File: config.mk
export PLATFORM = sky130hd
export DESIGN_NAME = puf_chal_seq
export DESIGN_NICKNAME = d
export VERILOG_FILES = /design/src/rtl/puf_pkg.sv /design/src/rtl/puf_lfsr32.sv /design/src/rtl/puf_chal_seq.sv
export SDC_FILE = /design/constraint.sdc
export NUM_CORES = 1
export LEC_CHECK = 0
export BUFFER_PORTS_ARGS = -buffer_cell sky130_fd_sc_hd__buf_2
export CAP_MARGIN = 15
export CORE_MARGIN = 8
export CORE_UTILIZATION = 55
export DETAILED_ROUTE_END_ITERATION = 7
export GPL_TIMING_DRIVEN = 0
export PLACE_DENSITY = 0.88
export SLEW_MARGIN = 10
export SYNTH_ARGS = -nofsm -noshare
export SYNTH_HDL_FRONTEND = slang
export SYNTH_HIERARCHICAL = 1
export SYNTH_SLANG_ARGS = --single-unit
File: constraint.sdc
create_clock -name clk -period 4.4 [get_ports clk]
set_input_delay 0.44 -clock clk [delete_from_list [all_inputs] [get_ports clk]]
set_output_delay 0.44 -clock clk [all_outputs]
set_load 0.05 [all_outputs]
File: src/rtl/puf_pkg.sv
// Shared definitions for the arbiter-PUF challenge sequencer: FSM encoding,
// LFSR defaults and the legal parameter ranges.
package puf_pkg;

  typedef enum logic [2:0] {
    S_IDLE,
    S_APPLY,
    S_FIRE,
    S_SAMPLE,
    S_DECIDE,
    S_DONE
  } state_t;

  localparam logic [31:0] LFSR_TAPS_DEF = 32'h80200003;
  // An all-zero Galois LFSR never leaves zero, so a zero seed is replaced.
  localparam logic [31:0] SEED_ZERO_SUB = 32'h00000001;

  localparam int RESP_BITS_MIN  = 1;
  localparam int RESP_BITS_MAX  = 32;
  localparam int VOTES_MIN      = 1;
  localparam int VOTES_MAX      = 15;
  localparam int REST_CYC_MIN   = 1;
  localparam int SETTLE_CYC_MIN = 1;
  localparam logic [5:0] UNSTABLE_MAX = 6'd63;

endpackage

File: src/rtl/puf_lfsr32.sv
// One Galois step of the 32-bit challenge LFSR (right shift, taps folded in
// when the outgoing bit is 1).
module puf_lfsr32
  import puf_pkg::*;
#(
  parameter logic [31:0] TAPS = LFSR_TAPS_DEF
) (
  input  logic [31:0] cur,
  output logic [31:0] nxt
);

  always_comb begin
    nxt = cur >> 1;
    if (cur[0]) nxt = nxt ^ TAPS;
  end

endmodule

File: src/rtl/puf_chal_seq.sv
// Challenge sequencer for one arbiter PUF: applies each challenge, launches
// VOTES times, majority-votes the arbiter output and counts unstable bits.
module puf_chal_seq
  import puf_pkg::*;
#(
  parameter int          RESP_BITS  = 32,
  parameter int          VOTES      = 7,
  parameter int          REST_CYC   = 4,
  parameter int          SETTLE_CYC = 8,
  parameter logic [31:0] LFSR_TAPS  = LFSR_TAPS_DEF
) (
  input  logic                 clk,
  input  logic                 rst_n,
  input  logic                 start,
  input  logic                 abort,
  input  logic [31:0]          seed,
  input  logic                 q,
  output logic [31:0]          sel,
  output logic                 ce,
  output logic                 busy,
  output logic                 done,
  output logic [RESP_BITS-1:0] resp,
  output logic [5:0]           unstable
);

  localparam int TMAX = (REST_CYC > SETTLE_CYC) ? REST_CYC : SETTLE_CYC;
  localparam int TW   = (TMAX > 1) ? $clog2(TMAX) : 1;

  localparam logic [TW-1:0] REST_LAST   = TW'(REST_CYC - 1);
  localparam logic [TW-1:0] SETTLE_LAST = TW'(SETTLE_CYC - 1);
  localparam logic [3:0]    VOTES_L     = 4'(VOTES);
  localparam logic [3:0]    VOTES_HALF  = 4'(VOTES / 2);
  localparam logic [5:0]    BIT_LAST    = 6'(RESP_BITS - 1);

  if (RESP_BITS < RESP_BITS_MIN || RESP_BITS > RESP_BITS_MAX ||
      VOTES < VOTES_MIN || VOTES > VOTES_MAX || (VOTES % 2) == 0 ||
      REST_CYC < REST_CYC_MIN || SETTLE_CYC < SETTLE_CYC_MIN) begin : g_bad_param
    $error("puf_chal_seq: parameter out of range");
  end

  state_t                state_q, state_d;
  logic [31:0]           sel_q, sel_d;
  logic                  ce_q, ce_d;
  logic                  busy_q, busy_d;
  logic                  done_q, done_d;
  logic [RESP_BITS-1:0]  resp_q, resp_d;
  logic [5:0]            unstable_q, unstable_d;
  logic [5:0]            bit_idx_q, bit_idx_d;
  logic [3:0]            vote_cnt_q, vote_cnt_d;
  logic [3:0]            ones_cnt_q, ones_cnt_d;
  logic [TW-1:0]         tmr_q, tmr_d;
  logic [31:0]           sel_step;

  puf_lfsr32 #(.TAPS(LFSR_TAPS)) u_lfsr (
    .cur (sel_q),
    .nxt (sel_step)
  );

  always_comb begin
    state_d    = state_q;
    sel_d      = sel_q;
    busy_d     = busy_q;
    resp_d     = resp_q;
    unstable_d = unstable_q;
    bit_idx_d  = bit_idx_q;
    vote_cnt_d = vote_cnt_q;
    ones_cnt_d = ones_cnt_q;
    tmr_d      = tmr_q;

    case (state_q)
      S_IDLE: begin
        if (start) begin
          sel_d      = (seed == 32'h0) ? SEED_ZERO_SUB : seed;
          resp_d     = '0;
          unstable_d = '0;
          bit_idx_d  = '0;
          vote_cnt_d = '0;
          ones_cnt_d = '0;
          tmr_d      = '0;
          busy_d     = 1'b1;
          state_d    = S_APPLY;
        end
      end
      S_APPLY: begin
        if (tmr_q == REST_LAST) begin
          tmr_d   = '0;
          state_d = S_FIRE;
        end else begin
          tmr_d = tmr_q + 1'b1;
        end
      end
      S_FIRE: begin
        if (tmr_q == SETTLE_LAST) begin
          tmr_d   = '0;
          state_d = S_SAMPLE;
        end else begin
          tmr_d = tmr_q + 1'b1;
        end
      end
      S_SAMPLE: begin
        ones_cnt_d = ones_cnt_q + {3'b000, q};
        vote_cnt_d = vote_cnt_q + 4'd1;
        state_d    = (vote_cnt_d == VOTES_L) ? S_DECIDE : S_APPLY;
      end
      S_DECIDE: begin
        for (int i = 0; i < RESP_BITS; i++) begin
          if (bit_idx_q == 6'(i)) resp_d[i] = (ones_cnt_q > VOTES_HALF);
        end
        if (ones_cnt_q != 4'd0 && ones_cnt_q != VOTES_L &&
            unstable_q != UNSTABLE_MAX) begin
          unstable_d = unstable_q + 6'd1;
        end
        sel_d      = sel_step;
        vote_cnt_d = '0;
        ones_cnt_d = '0;
        bit_idx_d  = bit_idx_q + 6'd1;
        state_d    = (bit_idx_q == BIT_LAST) ? S_DONE : S_APPLY;
      end
      S_DONE: begin
        busy_d  = 1'b0;
        state_d = S_IDLE;
      end
      default: begin
        busy_d  = 1'b0;
        state_d = S_IDLE;
      end
    endcase

    // Abort discards whatever this cycle would have committed.
    if (abort && state_q != S_IDLE) begin
      state_d    = S_IDLE;
      busy_d     = 1'b0;
      sel_d      = sel_q;
      resp_d     = resp_q;
      unstable_d = unstable_q;
      bit_idx_d  = bit_idx_q;
      vote_cnt_d = vote_cnt_q;
      ones_cnt_d = ones_cnt_q;
      tmr_d      = '0;
    end

    ce_d   = (state_d == S_FIRE) || (state_d == S_SAMPLE);
    done_d = (state_d == S_DONE);
  end

  always_ff @(posedge clk or negedge rst_n) begin
    if (!rst_n) begin
      state_q    <= S_IDLE;
      sel_q      <= '0;
      ce_q       <= 1'b0;
      busy_q     <= 1'b0;
      done_q     <= 1'b0;
      resp_q     <= '0;
      unstable_q <= '0;
      bit_idx_q  <= '0;
      vote_cnt_q <= '0;
      ones_cnt_q <= '0;
      tmr_q      <= '0;
    end else begin
      state_q    <= state_d;
      sel_q      <= sel_d;
      ce_q       <= ce_d;
      busy_q     <= busy_d;
      done_q     <= done_d;
      resp_q     <= resp_d;
      unstable_q <= unstable_d;
      bit_idx_q  <= bit_idx_d;
      vote_cnt_q <= vote_cnt_d;
      ones_cnt_q <= ones_cnt_d;
      tmr_q      <= tmr_d;
    end
  end

  assign sel      = sel_q;
  assign ce       = ce_q;
  assign busy     = busy_q;
  assign done     = done_q;
  assign resp     = resp_q;
  assign unstable = unstable_q;

endmodule

==> results.tsv, run 1 <==
stage	metric	value	unit
sta	whs	0.00207	ns
drt	wl	12700	µm
logic_synthesis	synth-async-reset-ratio	1.00	
clock_tree	cts_buffer_depth	2	
critical_path	worst_r2r_path_depth	5	
logic_synthesis	yosys.area.top_type_share	0.486	
cells_and_area	fin_cells	718	
critical_path	path_max_fanout	5	
cells_and_area	final_nets	656	
clock_tree	postCtsHoldBufs	0	
grt	gr-usage-met2	0.344	
critical_path	start_kind	flip-flop	
power	leakagePower	2.77	nW
logic_synthesis	ys_seq_area_frac	0.486	
critical_path	worstSetupEndpoint	unstable[1]	
clock_tree	root_buffer	clkbuf_8	
place	gp_congestion	0.852	
logic_synthesis	synthCells	485	
power	comb_power_share	0.443	
critical_path	end_kind	flip-flop	
power	p_int	0.00180	W
place	place_inst	703	
sta	finClkSkew	0.00969	ns
clock_tree	ctsHtreeMaxLevel	3	
logic_synthesis	ys_ff_latch	93	
sta	tns	0	ns
power	powerDensity	570	nW/µm²
logic_synthesis	yosys-top-cells-area	dfrtp_1 (49%), o211ai_1 (5.2%), o31ai_1 (4.9%)	
critical_path	worstSetupPathType	reg -> reg	
floorplan	die_x	109	µm
critical_path	cp.arrival	2.36	ns
sta	fin_crit	2.11	ns
clock_tree	clock_latency	0.36	ns
drt	via_count	4320	
drt	drtIter0Drc	249	
logic_synthesis	yosysWarnings	6	
critical_path	crit_slowest_cell	a311oi_1	
cells_and_area	area_delta_synth_final	19.3	%
place	dpl.hpwl	9570	µm
power	ir_drop	0.651	mV
status	status	complete, no violations	
power	pwr-share-seq	0.365	
grt	grtUsageMet3	0.0574	
clock_tree	tritoncts	yes	
clock_tree	clock_sinks	93	
sta	finalSetupViolations	0	
critical_path	slowest_delay	0.61	ns
logic_synthesis	syn_area	4790	µm²
floorplan	initial_utilization	0.557	
sta	hold_viol	0	
critical_path	r2r_start	unstable[0]	
hold_path	hp-class	in -> async	
clock_tree	clk_pin_slew	0.09	ns
grt	grtUsageTotal	0.212	
power	p_clk_frac	0.192	
run	max_cap_viol_count	0	
sta	worst_pin_slew	0.687	ns
logic_synthesis	synth_edf_count	0	
floorplan	fp.dieArea	11900	µm²
drt	drcViolationCount	0	
critical_path	required	4.65	ns
sta	fmax	0.474	GHz
drt	via_per_inst	6.02	
place	numPortBuffers	109	
floorplan	core_area	8590	µm²
clock_tree	cts_made_buffers	9	
logic_synthesis	yosysTopAreaCell	dfrtp_1	
grt	grt_busiest_layer	met2	
clock_tree	cts_resized	0	
cells_and_area	antenna_cells	0	
floorplan	pin_count	110	
cells_and_area	layout-drive-gt1-share	0.285	
grt	grt_pass1_vias	4289	
logic_synthesis	synth_ff_type	dfrtp_1	
floorplan	die_h	109	µm
critical_path	crit_path_start	unstable[0]	
logic_synthesis	synth_nets	535	
drt	ant_nets	0	
floorplan	std_cell_rows	34	
sta	slew_viol_final	0	
power	netSwitchingFraction	0.446	
grt	grt_max_degree	67	
place	postPlaceCellArea	5500	µm²
grt	antenna_found_initial	0	
grt	grt_overflow	0	
critical_path	path_cells	ha_1 > and3_1 > a311oi_1 > o21ai_0 > a32o_1	
critical_path	r2r_end	unstable[1]	
logic_synthesis	synth_cell_type_count	55	
clock_tree	postCtsSetupBuffers	0	
cells_and_area	fillers	719	
cells_and_area	fin_area	5710	µm²
sta	finalCritPeriodShare	0.479	
sta	relSlewSlack	0.539	
logic_synthesis	avgSynthCellArea	9.87	µm²
sta	grt_setup_unrepaired	no	
critical_path	r2r_setup_slack	2.29	ns
drt	drt-pass1-iter-count	5	
power	p_sw	0.00145	W
drt	avgRoutedWirePerCell	17.7	µm
grt	grt_pass1_wl	20500	µm
grt	grtUsageMet1	0.267	
through the flow:
stage	power, W	util	worst slack (ns)
after floorplan	0.00227	-	2.30
after detailed placement	0.00265	0.640	2.35
after global routing	0.00341	0.664	2.10
after global placement	0.00260	0.636	2.03
final	0.00326	0.664	2.29
after CTS	0.00326	0.664	2.31
cells in the mapped netlist, drive strengths merged (2+ instances only):
master / instances
dfrtp: 93
nand2: 59
buf: 42
nor2: 39
o211ai: 33
o31ai: 31
clkbuf: 21
a22oi: 19
o21ai: 18
nand3: 14
ha: 13
a221oi: 12
nand4: 11
nor4: 9
inv: 6
nand2b: 6
xor2: 6
a21oi: 4
a21boi: 3
a22o: 3
a31oi: 3
or2: 3
a21o: 2
a32o: 2
and2: 2
and3b: 2
nor2b: 2
nor4b: 2
o22ai: 2
or4: 2
logic make-up (layout without fill, tap and decap cells):
family,after synthesis,count (layout),synth area share
compound gates,144,144,0.223
xor+xnor,6,6,0.0110
simple gates,159,159,0.164
fa+ha+maj,13,13,0.0340
flops,93,93,0.486
buf+inv,69,194,0.0797
mux,1,1,0.00209
power groups by stage:
stage                     Combinational, W  Clock [W]  Sequential, W
after global routing               0.00154   0.000667        0.00121
after floorplan                   0.000553          0        0.00172
after detailed placement           0.00145          0        0.00120
final                              0.00144   0.000624        0.00119
after global placement             0.00141          0        0.00119
after CTS                          0.00145   0.000629        0.00118
flip-flops by register name (all words and copies together) (netlist names), 3 cells and up:
name / count
ones_cnt_q: 4
vote_cnt_q: 4
bit_idx_q: 6
state_q: 3
sel: 32
unstable: 6
tmr_q: 3
resp: 32
how the worst min path moves through the flow:
stage                     depth (start not counted)       endpoint
final                                             1  ones_cnt_q[1]
after CTS                                         1  ones_cnt_q[1]
after floorplan                                   0   bit_idx_q[0]
after detailed placement                          1       tmr_q[0]
after global routing                              1  ones_cnt_q[1]
after global placement                            1           busy
routing by layer:
metal	wire (µm)	vias up
li1	-	2017
met1	5490	2093
met2	5950	187
met3	1040	23
met4	244	0
met5	0	-
cells in the final DEF, fill, tap and decap left out, drive strengths merged, types with 6 or more instances in the layout:
cell	instances
clkbuf	30
nand2b	6
a221oi	12
o211ai	33
a22oi	19
nand3	14
inv	7
dfrtp	93
nor2	39
xor2	6
o31ai	31
nand2	59
o21ai	18
buf	152
ha	13
nor4	9
nand4	11
area by class of cell:
type                            count  area [µm²]  area share
Clock inverter                      6        87.6      0.0153
Sequential cell                    93        2330       0.408
Buffer                             63         359      0.0629
Inverter                            6        22.5     0.00394
Multi-Input combinational cell    323        2080       0.364
Tap cell                          108         135      0.0237
Clock buffer                        9         124      0.0217
Timing Repair Buffer              110         576       0.101
critical path, delay by kind of cell (launching register included):
| family | cells | cell delay (ns) |
|---|---|---|
| flip-flops | 1 | 0.44 |
| AO/OA/AOI/OAI | 3 | 1.10 |
| adder cells (fa/ha/maj) | 1 | 0.26 |
| AND/OR/NAND/NOR | 1 | 0.20 |
No activity file was read; power rests on OpenSTA's default activity.
==> run 2: changes to the inputs <==
ABC_AREA = 1   (was not set)
PLACE_DENSITY = 0.87   (was 0.88)
clock period = 2.1 ns   (was 4.4 ns; I/O delays follow)
==> results.tsv, run 2 <==
stage	metric	value	unit	change
floorplan	pin_count	110		unchanged
sta	relSlewSlack	0.650		was 0.539
drt	avgRoutedWirePerCell	14.4	µm	was 17.7 µm
place	dpl.hpwl	10100	µm	was 9570 µm
clock_tree	cts_buffer_depth	2		unchanged
sta	slew_viol_final	0		unchanged
sta	hold_viol	0		unchanged
run	max_cap_viol_count	0		unchanged
cells_and_area	mostFrequentLayoutCell	nand2_1		was buf_2
logic_synthesis	yosys-top-cells-area	dfrtp_1 (45%), nand2_1 (16%), nor2_1 (6.0%)		was dfrtp_1 (49%), o211ai_1 (5.2%), o31ai_1 (4.9%)
status	status	complete, no violations		unchanged
drt	via_per_inst	5.34		was 6.02
grt	grt_pass1_wl	22500	µm	was 20500 µm
logic_synthesis	synth_common_cells	nand2_1 (221), dfrtp_1 (93), nor2_1 (82)		was dfrtp_1 (93), nand2_1 (59), nor2_1 (38)
sta	finClkSkew	0.0138	ns	was 0.00969 ns
logic_synthesis	synth_ff_type	dfrtp_1		unchanged
grt	grtUsageTotal	0.213		was 0.212
sta	grt_setup_unrepaired	no		unchanged
sta	finalSetupViolations	0		unchanged
clock_tree	clk_pin_slew	0.10	ns	was 0.09 ns
floorplan	die_x	113	µm	was 109 µm
cells_and_area	fillers	769		was 719
floorplan	die_h	113	µm	was 109 µm
logic_synthesis	yosys.area_share.adder	0.0316		was 0.0340
logic_synthesis	yosysWarnings	6		unchanged
logic_synthesis	synth_top_family_by_area	simple AND/OR/NAND/NOR gates		was compound AO/OA/AOI/OAI gates
place	postPlaceCellArea	5860	µm²	was 5500 µm²
drt	via_count	4969		was 4320
logic_synthesis	synth_nets	743		was 535
drt	drtIter0Drc	386		was 249
sta	fmax	0.569	GHz	was 0.474 GHz
clock_tree	postCtsSetupBuffers	0		unchanged
grt	grt_pass1_vias	4826		was 4289
place	gp_congestion	0.889		was 0.852
logic_synthesis	ys_ff_latch	93		unchanged
logic_synthesis	synthCells	693		was 485
cells_and_area	area_delta_synth_final	17.5	%	was 19.3%
critical_path	worstSetupPathType	reg -> reg		unchanged
critical_path	end_kind	flip-flop		unchanged
hold_path	min-delay-start	seed[27]		
critical_path	r2r_start	state_q[1]		was unstable[0]
clock_tree	root_buffer	clkbuf_8		unchanged
logic_synthesis	yosys.area.top_type_share	0.452		was 0.486
place	numPortBuffers	109		unchanged
cells_and_area	register_area	2330	µm²	unchanged
logic_synthesis	ys_seq_area_frac	0.452		was 0.486
logic_synthesis	synth-xor-area-share	0.00340		was 0.0110
logic_synthesis	synthSimpleGateAreaFrac	0.295		was 0.164
cells_and_area	layout-drive-gt1-share	0.226		was 0.285
floorplan	initial_utilization	0.562		was 0.557
logic_synthesis	synthMuxAreaShare	0		was 0.00209
logic_synthesis	synth-async-reset-ratio	1.00		unchanged
critical_path	cp.arrival	2.01	ns	was 2.36 ns
clock_tree	clock_latency	0.36	ns	about the same
sta	fin_crit	1.76	ns	was 2.11 ns
logic_synthesis	syn_area	5140	µm²	was 4790 µm²
logic_synthesis	synth_edf_count	0		unchanged
grt	grt_max_degree	66		was 67
power	powerDensity	1130	nW/µm²	was 570 nW/µm²
drt	drt-pass1-iter-count	7		was 5
logic_synthesis	yosysMostFrequentCell	nand2_1		was dfrtp_1
place	place_inst	914		was 703
cells_and_area	fin_area	6050	µm²	was 5710 µm²
floorplan	std_cell_rows	35		was 34
grt	antenna_found_initial	0		unchanged
logic_synthesis	synth_cell_type_count	27		was 55
critical_path	required	2.35	ns	was 4.65 ns
cells_and_area	antenna_cells	0		unchanged
clock_tree	ctsHtreeMaxLevel	3		unchanged
clock_tree	clock_sinks	93		unchanged
logic_synthesis	yosysTopAreaCell	dfrtp_1		unchanged
cells_and_area	layout_common_cells	nand2_1 (221), buf_2 (118), dfrtp_1 (93)		was buf_2 (119), dfrtp_1 (93), nand2_1 (59)
sta	finalCritPeriodShare	0.836		was 0.479
logic_synthesis	avgSynthCellArea	7.42	µm²	was 9.87 µm²
power	leakagePower	3.11	nW	was 2.77 nW
cells_and_area	final_nets	865		was 656
floorplan	fp.dieArea	12700	µm²	was 11900 µm²
critical_path	crit_path_start	state_q[1]		was unstable[0]
logic_synthesis	synth_compound_area_frac	0.116		was 0.223
drt	ant_nets	0		unchanged
sta	worst_pin_slew	0.523	ns	was 0.687 ns
grt	grt_overflow	0		unchanged
cells_and_area	multi_input_area	2290	µm²	was 2080 µm²
critical_path	path_max_fanout	10		was 5
clock_tree	cts_resized	0		unchanged
drt	drcViolationCount	0		unchanged
sta	tns	0	ns	unchanged
cells_and_area	fin_cells	931		was 718
clock_tree	tritoncts	yes		unchanged
critical_path	start_kind	flip-flop		unchanged
power	ir_drop	0.801	mV	was 0.651 mV
sta	whs	0.0982	ns	was 0.00207 ns
drt	wl	13400	µm	was 12700 µm
floorplan	core_area	9150	µm²	was 8590 µm²
clock_tree	cts_made_buffers	9		unchanged
hold_path	hp-class	in -> reg		was in -> async
[run 2: metal layers]
layer,share of wire,global-route usage,vias up
met5,0,0,-
met4,0.023,0.0809,0
met3,0.055,0.0405,28
met2,0.49,0.364,157
met1,0.43,0.260,2343
li1,-,-,2441
[run 2: worst paths after layout]
kind / endpoint / slack, ns / cells past startpoint
max: sel[15] / 0.34 / 7
min: sel[27] / 0.1 / 3
max reg2reg: sel[15] / 0.34 / 7
min reg2reg: tmr_q[1] / 0.49 / 2
max in group asynchronous: resp[5] / 1.13 / 3
min in group asynchronous: resp[16] / 0.32 / 2
[run 2: power breakdown]
group          internal [W]  switching, W  leakage, nW  total, W
registers           0.00214      0.000309         1.20   0.00245
clock network      0.000467      0.000644       0.0933   0.00111
logic               0.00101       0.00223         1.82   0.00325
total               0.00362       0.00319         3.11   0.00681
[run 2: cells by family after synthesis]
| family | Yosys count |
|---|---|
| simple gates | 373 |
| compound gates | 116 |
| buf+inv | 96 |
| flops | 93 |
| fa+ha+maj | 13 |
| xor+xnor | 2 |
[run 2: what timing repair did]
| action | CTS | global route |
|---|---|---|
| setup endpoints to repair | 0 | 0 |
| hold buffers | 1 | 0 |
| endpoints found under the hold margin | 28 | 0 |
[run 2: final cells by class]
type / instances / area share
Sequential cell: 93 / 0.385
Multi-Input combinational cell: 504 / 0.379
Timing Repair Buffer: 111 / 0.0968
Buffer: 59 / 0.0641
Tap cell: 111 / 0.0230
Clock buffer: 11 / 0.0234
Clock inverter: 5 / 0.00600
Inverter: 37 / 0.0230
[run 2: per-stage QoR]
step           total power, W  utilization  setup WS [ns]
3_5_place_dp          0.00572        0.640          0.334
5_1_grt               0.00721        0.661          0.207
6_report              0.00681        0.661          0.344
3_3_place_gp          0.00562        0.637        -0.0337
2_1_floorplan         0.00492            -          0.377
4_1_cts               0.00682        0.661          0.339
[run 2: worst max-delay path: stages (launching register included)]
cell and delay [ns]:
dfrtp_1 0.46, nor2_4 0.18, nand2_2 0.19, inv_2 0.19, buf_2 0.27, nor2_1 0.08
o21ai_0 0.21, nand2_1 0.07
